==> config.mk <==
export PLATFORM = sky130hd
export DESIGN_NAME = gpio_led_channels
export DESIGN_NICKNAME = d
export VERILOG_FILES = /design/src/rtl/gpio_led_channels.sv
export SDC_FILE = /design/constraint.sdc
export NUM_CORES = 1
export LEC_CHECK = 0
export CORE_ASPECT_RATIO = 1.5
export CORE_MARGIN = 5
export CORE_UTILIZATION = 30
export DETAILED_ROUTE_END_ITERATION = 10
export GPL_TIMING_DRIVEN = 1
export PLACE_DENSITY = 0.48
export SYNTH_ARGS = -nofsm -noshare
export SYNTH_HDL_FRONTEND = slang
export SYNTH_SLANG_ARGS = --single-unit
==> constraint.sdc <==
create_clock -name sys_clk -period 2.6 [get_ports sys_clk]
set_input_delay 0.39 -clock sys_clk [delete_from_list [all_inputs] [get_ports sys_clk]]
set_output_delay 0.39 -clock sys_clk [all_outputs]
set_load 0.005 [all_outputs]
==> src/rtl/gpio_led_channels.sv <==
// gpio_led_channels
//   Per-channel GPIO input conditioning and LED drive for the iCEBreaker.
//   Each raw GPIO input is synchronised, debounced and edge-detected. The
//   channel's LED is then driven in one of four modes:
//   pass, toggle, blink or pulse-stretch.
//
// Ports
//   sys_clk     in   1            system clock (12 MHz board clock)
//   sys_rst     in   1            synchronous active-high reset; clears every register
//   gpio_in     in   CHANNELS     raw asynchronous GPIO inputs
//   mode        in   2*CHANNELS   per-channel mode, bits [2i+1:2i] for channel i
//                                 (00 pass, 01 toggle, 10 blink, 11 stretch)
//   led_out     out  CHANNELS     registered LED drive
//   gpio_level  out  CHANNELS     debounced stable level
//   rise_pulse  out  CHANNELS     one-cycle pulse on a stable 0->1 transition
//   fall_pulse  out  CHANNELS     one-cycle pulse on a stable 1->0 transition
//   edge_count  out  8*CHANNELS   rising-edge counters, 8 bits per channel
//                                 (present only when GPIO_EDGE_COUNT_EN is defined)
//
// Optional feature macro: GPIO_EDGE_COUNT_EN
module gpio_led_channels #(
  parameter int CHANNELS          = 4,
  parameter int SYNC_STAGES       = 2,
  parameter int DEBOUNCE_CYCLES   = 12000,
  parameter int BLINK_HALF_PERIOD = 3000000,
  parameter int STRETCH_CYCLES    = 1200000
) (
  input  logic                    sys_clk,
  input  logic                    sys_rst,
  input  logic [CHANNELS-1:0]     gpio_in,
  input  logic [2*CHANNELS-1:0]   mode,
  output logic [CHANNELS-1:0]     led_out,
  output logic [CHANNELS-1:0]     gpio_level,
  output logic [CHANNELS-1:0]     rise_pulse,
  output logic [CHANNELS-1:0]     fall_pulse
`ifdef GPIO_EDGE_COUNT_EN
  ,
  output logic [8*CHANNELS-1:0]   edge_count
`endif
);

  localparam int DB_W = (DEBOUNCE_CYCLES > 1) ? $clog2(DEBOUNCE_CYCLES) : 1;
  localparam int BL_W = (BLINK_HALF_PERIOD > 1) ? $clog2(BLINK_HALF_PERIOD) : 1;
  localparam int ST_W = $clog2(STRETCH_CYCLES + 1);

  localparam logic [DB_W-1:0] DB_LAST = DB_W'(DEBOUNCE_CYCLES - 1);
  localparam logic [DB_W-1:0] DB_ONE  = DB_W'(1);
  localparam logic [BL_W-1:0] BL_LAST = BL_W'(BLINK_HALF_PERIOD - 1);
  localparam logic [BL_W-1:0] BL_ONE  = BL_W'(1);
  localparam logic [ST_W-1:0] ST_LOAD = ST_W'(STRETCH_CYCLES);
  localparam logic [ST_W-1:0] ST_ONE  = ST_W'(1);

  typedef enum logic [1:0] {
    MODE_PASS    = 2'b00,
    MODE_TOGGLE  = 2'b01,
    MODE_BLINK   = 2'b10,
    MODE_STRETCH = 2'b11
  } led_mode_e;

  function automatic logic [ST_W-1:0] sat_dec(input logic [ST_W-1:0] v);
    return (v == '0) ? '0 : v - ST_ONE;
  endfunction

  // Stage p0: synchroniser chain; the last stage is the channel's sync value
  logic [CHANNELS-1:0] sync_p0 [SYNC_STAGES];
  logic [CHANNELS-1:0] sync_last;

  always_ff @(posedge sys_clk) begin
    if (sys_rst) begin
      for (int s = 0; s < SYNC_STAGES; s++) sync_p0[s] <= '0;
    end else begin
      sync_p0[0] <= gpio_in;
      for (int s = 1; s < SYNC_STAGES; s++) sync_p0[s] <= sync_p0[s-1];
    end
  end

  assign sync_last = sync_p0[SYNC_STAGES-1];

  // Stage p1: debounce; any cycle of agreement with the stable level restarts the count
  logic [DB_W-1:0]     db_cnt_p1 [CHANNELS];
  logic [CHANNELS-1:0] stable_p1;

  always_ff @(posedge sys_clk) begin
    if (sys_rst) begin
      stable_p1 <= '0;
      for (int c = 0; c < CHANNELS; c++) db_cnt_p1[c] <= '0;
    end else begin
      for (int c = 0; c < CHANNELS; c++) begin
        if (sync_last[c] == stable_p1[c]) begin
          db_cnt_p1[c] <= '0;
        end else if (db_cnt_p1[c] == DB_LAST) begin
          stable_p1[c] <= sync_last[c];
          db_cnt_p1[c] <= '0;
        end else begin
          db_cnt_p1[c] <= db_cnt_p1[c] + DB_ONE;
        end
      end
    end
  end

  // Stage p2: edge detect against the delayed level, plus toggle/stretch state and blink prescaler
  logic [CHANNELS-1:0] stable_p2;
  logic [CHANNELS-1:0] toggle_p2;
  logic [ST_W-1:0]     stretch_p2 [CHANNELS];
  logic [BL_W-1:0]     blink_cnt_p2;
  logic                blink_phase_p2;

  assign gpio_level = stable_p1;
  assign rise_pulse = stable_p1 & ~stable_p2;
  assign fall_pulse = ~stable_p1 & stable_p2;

  always_ff @(posedge sys_clk) begin
    if (sys_rst) begin
      stable_p2 <= '0;
      toggle_p2 <= '0;
      for (int c = 0; c < CHANNELS; c++) stretch_p2[c] <= '0;
    end else begin
      stable_p2 <= stable_p1;
      toggle_p2 <= toggle_p2 ^ rise_pulse;
      for (int c = 0; c < CHANNELS; c++) begin
        // A retrigger reloads the full on-time rather than extending it
        stretch_p2[c] <= rise_pulse[c] ? ST_LOAD : sat_dec(stretch_p2[c]);
      end
    end
  end

  always_ff @(posedge sys_clk) begin
    if (sys_rst) begin
      blink_cnt_p2   <= '0;
      blink_phase_p2 <= 1'b0;
    end else if (blink_cnt_p2 == BL_LAST) begin
      blink_cnt_p2   <= '0;
      blink_phase_p2 <= ~blink_phase_p2;
    end else begin
      blink_cnt_p2 <= blink_cnt_p2 + BL_ONE;
    end
  end

  // Stage p3: mode only selects the source, so switching modes never disturbs channel state
  logic [CHANNELS-1:0] led_sel;

  always_comb begin
    led_sel = '0;
    for (int c = 0; c < CHANNELS; c++) begin
      case (led_mode_e'(mode[2*c +: 2]))
        MODE_PASS:    led_sel[c] = stable_p1[c];
        MODE_TOGGLE:  led_sel[c] = toggle_p2[c];
        MODE_BLINK:   led_sel[c] = stable_p1[c] & blink_phase_p2;
        MODE_STRETCH: led_sel[c] = (stretch_p2[c] != '0);
        default:      led_sel[c] = 1'b0;
      endcase
    end
  end

  always_ff @(posedge sys_clk) begin
    if (sys_rst) led_out <= '0;
    else         led_out <= led_sel;
  end

`ifdef GPIO_EDGE_COUNT_EN
  always_ff @(posedge sys_clk) begin
    if (sys_rst) begin
      edge_count <= '0;
    end else begin
      for (int c = 0; c < CHANNELS; c++) begin
        if (rise_pulse[c]) edge_count[8*c +: 8] <= edge_count[8*c +: 8] + 8'd1;
      end
    end
  end
`endif

endmodule

* Word level (Yosys, flattened, before mapping) *
Memories as Yosys holds them, arrays and structs flattened.
Index checks and enable logic that the tools add are counted.

operators by class
  $add $sub $neg = 9
  equality and inequality tests = 21
  multiplexer cells = 77
  bitwise gates (word level) = 32
  reduce and logical (&&, ||, !) cells = 17

operator list
  operator                                             count
  2-to-1 mux 21 bit                                    12
  2-to-1 mux 14 bit                                    12
  zero test 21 bit                                     4
  nonzero test 21 bit                                  4
  subtractor 21 x 1 -> 21 bit (second input constant)  4
  adder 14 x 1 -> 14 bit (second input constant)       4
  == test 14 bit (second input constant)               4
  2-to-1 mux 1 bit                                     47
  adder 22 x 1 -> 22 bit (second input constant)       1
  == test 22 bit (second input constant)               1
  bitwise OR 1 bit                                     18
  == test 2 bit (second input constant)                8
  one-hot mux 1 bit (4 select lines)                   4
  AND 4 bit                                            2
  == test 2 x 1 -> 1 bit (second input constant)       4
  zero test 2 bit                                      4
  2-to-1 mux 4 bit                                     2
  NOT 4 bit                                            2
  AND reduction 2 bit                                  4
  NOT 1 bit                                            5
  AND 1 bit                                            4
  == test 1 bit                                        4
  XOR 4 bit                                            1
  OR reduction 2 bit                                   1

storage, ports and cells
  register bits = 39
  bits in writable memories = 148
  input port bits = 14
  output and inout port bits = 16
  word-level logic and storage cells = 168
  memories kept = 3

memory list
  memory      words  bits a word  read ports  clocked after memory_dff  wr ports  line  RTL
  stretch_p2  4      21           4           0                         4         104   logic [ST_W-1:0] stretch_p2 [CHANNELS];
  db_cnt_p1   4      14           4           0                         4         80    logic [DB_W-1:0] db_cnt_p1 [CHANNELS];
  sync_p0     2      4            2           0                         2         65    logic [CHANNELS-1:0] sync_p0 [SYNC_STAGES];

* Depth between registers and ports, before layout *
  depth after elaboration = 7
  depth in mapped cells = 8
  depth with buffers taken out = 7

* Worst setup path before layout *
No wires, ideal clock.

  path kind = register to register
  start point = memory stretch_p2[2][1] (netlist bit)
  end point = memory stretch_p2[2][13] (netlist bit)
  arrival time = 2096 ps
  data required time = 2474 ps
  setup slack = 379 ps
  stages on the path, launching flop included = 7
  path buffers = 1
  period minus slack after synthesis = 2221 ps
  path through = dfxtp_1 -> or4_4 -> or4b_1 -> buf_2 -> or4_4 -> xor2_1 -> nor2_2

RTL lines
  what                line
  start: declaration  104

* Final worst setup path *
  start point = register stable_p1[2], in the netlist gpio_level[2]
  end point = output port rise_pulse[2]

between the ends
  word-level cells in the longest chain between the ends = 1

RTL lines
  what                              line  RTL
  start: declaration                81    logic [CHANNELS-1:0] stable_p1;
  start signal: indexed assignment  92    stable_p1[c] <= sync_last[c];
  AND 4 bit                         109   assign rise_pulse = stable_p1 & ~stable_p2;
  end: declaration                  34    output logic [CHANNELS-1:0] rise_pulse,

No other way between the ends.

==> impl_metrics.csv <==
group,metric,value,unit
yosys,synth_edf_count,56,
critical_path,start_kind,"flop",
power_and_ir_drop,power_frac_seq,0.417,
detailed_routing,drt_pass1_iterations,4,
power_and_ir_drop,pwr-share-clk,0.256,
min_path,min_to,"stable_p2[2]$_SDFF_PP0_",
floorplanning,fp.dieH,216,um
cts,clk_pin_slew,0.07,ns
final_layout,final_cell_mix,"170 x nor2_1, 131 x dfxtp_1, 82 x xnor2_1",
critical_path,path_cells,"nand2b_1 > inv_1 > clkdlybuf4s50_1",
cts,h-tree-depth,4,
place,dp_hpwl,12100,um
yosys,syn_inst,899,
sta,worstMarginPinSlew,0.498,ns
yosys,synth_area,8500,um^2
sta,skew,0.00764,ns
floorplanning,initial_core_util,0.304,
yosys,avgSynthCellArea,9.45,um^2
min_path,hold_depth,2,
yosys,yosys_warnings,0,
grt,antenna_found_initial,0,
place,portBuffers,29,
power_and_ir_drop,finalPower,0.00981,W
critical_path,ff2ff_path_depth,5,
cts,cts_tree,"built",
sta,tns,0,ns
job,cap_violations,0,
critical_path,end_kind,"output port",
yosys,synth-seq-cells,187,
sta,finalHoldViolCount,0,
critical_path,r2r-end,"stretch_p2[2][13]$_SDFF_PP0_",
grt,grt_max_degree,23,
yosys,synth-seq-area-share,0.506,
floorplanning,die_area,31900,um^2
min_path,min_from,"sys_rst",
cts,numCtsBuffers,17,
critical_path,cp_top_family,"buffers and inverters",
detailed_routing,via_per_inst,4.52,
sta,min_period,2.33,ns
grt,grt_pass1_wl,29200,um
yosys,async_flop_share,0,
sta,rsz0062_at_grt,"no",
min_path,hold_class,"in2reg",
detailed_routing,wl,16800,um
cts,ctsHoldBuffers,0,
critical_path,criticalPathCategory,"reg2out",
floorplanning,core,28000,um^2
cts,cts_sinks,187,
detailed_routing,drt_iter0_drc,269,
critical_path,rr_startpoint,"stretch_p2[2][1]$_SDFF_PP0_",
critical_path,arrival,1.94,ns
power_and_ir_drop,power.density,978,nW/um^2
detailed_routing,wl_per_cell,12.4,um
power_and_ir_drop,peakVddDrop,528,uV
critical_path,slowest_delay,0.56,ns
power_and_ir_drop,p_int,0.00646,W
power_and_ir_drop,p_sw_frac,0.341,
sta,setup_viol,0,
grt,gr-total-overflow,0,
floorplanning,boundaryPins,30,
cts,cts_resized,0,
final_layout,final_common_cell,"nor2_1",
grt,grt_pass1_vias,6199,
final_layout,final_nets,1023,
final_layout,diodes,0,
critical_path,worst-path-max-fanout,6,
sta,slew_violations,0,
place,place_congestion,0.731,
critical_path,critical_path_required,2.21,ns
floorplanning,row_count,75,
final_layout,area_delta_synth_final,18.0,%
power_and_ir_drop,p_sw,0.00335,W
critical_path,cp_slowest_cell,"clkdlybuf4s50_1",
detailed_routing,vias,6128,
critical_path,crit_buf_inv,2,
cts,root_buffer,"clkbuf_16",
power_and_ir_drop,p_comb_frac,0.327,
outcome,status,"finished clean",
floorplanning,die_w,147,um
detailed_routing,drc,0,
final_layout,drive_gt1_frac,0.0574,
grt,track_usage,0.111,
sta,finalCritPeriodShare,0.895,
cts,clk_latency,0.42,ns
yosys,synthFlopType,"dfxtp_1",
power_and_ir_drop,p_leak,3.68,nW
yosys,yosysUniqueCellTypes,50,
final_layout,post-route-util,0.359,
cts,cts_setup_buffers,0,
cts,clock_path_buffers,2,
critical_path,rrSetupSlack,0.32,ns
sta,relSlewSlack,0.667,
detailed_routing,ant_nets,0,
sta,timing.fmax,430,MHz
==> cells in the mapped netlist (all sizes together) (8+ instances only) <==
cell type	number	area share
nand3	45	0.026
edfxtp	56	0.20
or4	8	0.0079
xnor2	82	0.084
nor4	18	0.013
nor2	171	0.076
o21ai	25	0.015
nor4b	8	0.0082
clkbuf	19	0.0084
ha	12	0.018
nor2b	21	0.015
nand2b	9	0.0066
a21oi	17	0.010
inv	24	0.011
or3	19	0.014
nor3	44	0.026
and3	11	0.0081
xor2	58	0.060
dfxtp	131	0.31
nand4	13	0.0096
nand2	48	0.021
==> worst register-to-register path, stage by stage, from the launching register on <==
cell and delay (ns):
dfxtp_1 0.33, or4_4 0.57, or4b_1 0.63, or4_4 0.45, xor2_1 0.17, nor2_2 0.04
==> flip-flops by register name, indices dropped and copies added (netlist names) <==
signal	count
stretch_p2	84
db_cnt_p1	56
blink_cnt_p2	22
sync_p0	8
gpio_level	4
led_out	4
stable_p2	4
toggle_p2	4
blink_phase_p2	1
==> power by group through the flow <==
stage                     sequential, W  combinational [W]  clock [W]
after floorplan                 0.00403            0.00259          0
after global placement          0.00415            0.00320          0
after detailed placement        0.00415            0.00323          0
after CTS                       0.00409            0.00326    0.00262
after global routing            0.00418            0.00367    0.00273
final                           0.00409            0.00321    0.00251
==> logic make-up (layout without fill, tap and decap cells) <==
family / Yosys count / count (layout) / synth area share
buffers and inverters: 48 / 104 / 0.0216
XOR/XNOR: 140 / 140 / 0.144
AO/OA/AOI/OAI: 64 / 64 / 0.0458
other: 1 / 56 / 0.000441
multiplexers: 5 / 5 / 0.00589
adder cells (fa/ha/maj): 12 / 12 / 0.0177
flip-flops: 187 / 187 / 0.506
AND/OR/NAND/NOR: 442 / 442 / 0.258
==> metal layers <==
layer / part of all wire / up-vias / global-route usage
met5: 0 / - / 0
li1: - / 3228 / -
met1: 0.47 / 2828 / 0.132
met2: 0.49 / 59 / 0.196
met3: 0.025 / 13 / 0.0247
met4: 0.014 / 0 / 0.0389
==> how the worst max path moves through the flow <==
stage	from	to	slack, ns	depth (start not counted)
2_1_floorplan	stretch_p2[2][1]$_SDFF_PP0_	stretch_p2[2][13]$_SDFF_PP0_	0.38	6
3_5_place_dp	stretch_p2[2][1]$_SDFF_PP0_	stretch_p2[2][13]$_SDFF_PP0_	0.31	5
6_report	gpio_level[2]$_SDFFE_PP0N_	rise_pulse[2]	0.27	3
4_1_cts	gpio_level[2]$_SDFFE_PP0N_	rise_pulse[2]	0.20	3
3_3_place_gp	stretch_p2[2][1]$_SDFF_PP0_	stretch_p2[2][13]$_SDFF_PP0_	0.33	5
5_1_grt	gpio_level[2]$_SDFFE_PP0N_	rise_pulse[2]	0.13	3
==> cell type report <==
type / instances / area, um^2
multi-input cells: 719 / 4220
flip-flops and latches: 187 / 4300
inverters: 25 / 93.8
clock inverters: 14 / 128
fillers: 2921 / 17900
clock buffers: 18 / 429
repair buffers: 47 / 420
well taps: 346 / 433
==> stage by stage <==
| stage | area (um^2) | instances | hold WS (ns) | worst slack, ns |
|---|---|---|---|---|
| 6_report | 10000 | 1356 | 0.256 | 0.274 |
| 5_1_grt | 10000 | 1356 | 0.227 | 0.132 |
| 4_1_cts | 10000 | 1356 | 0.209 | 0.200 |
| 3_5_place_dp | 9470 | 1324 | 0.428 | 0.315 |
| 3_3_place_gp | 9470 | 1324 | 0.418 | 0.327 |
| 2_1_floorplan | 8710 | 954 | 0.413 | 0.379 |
(Power assumes the default switching activity.)
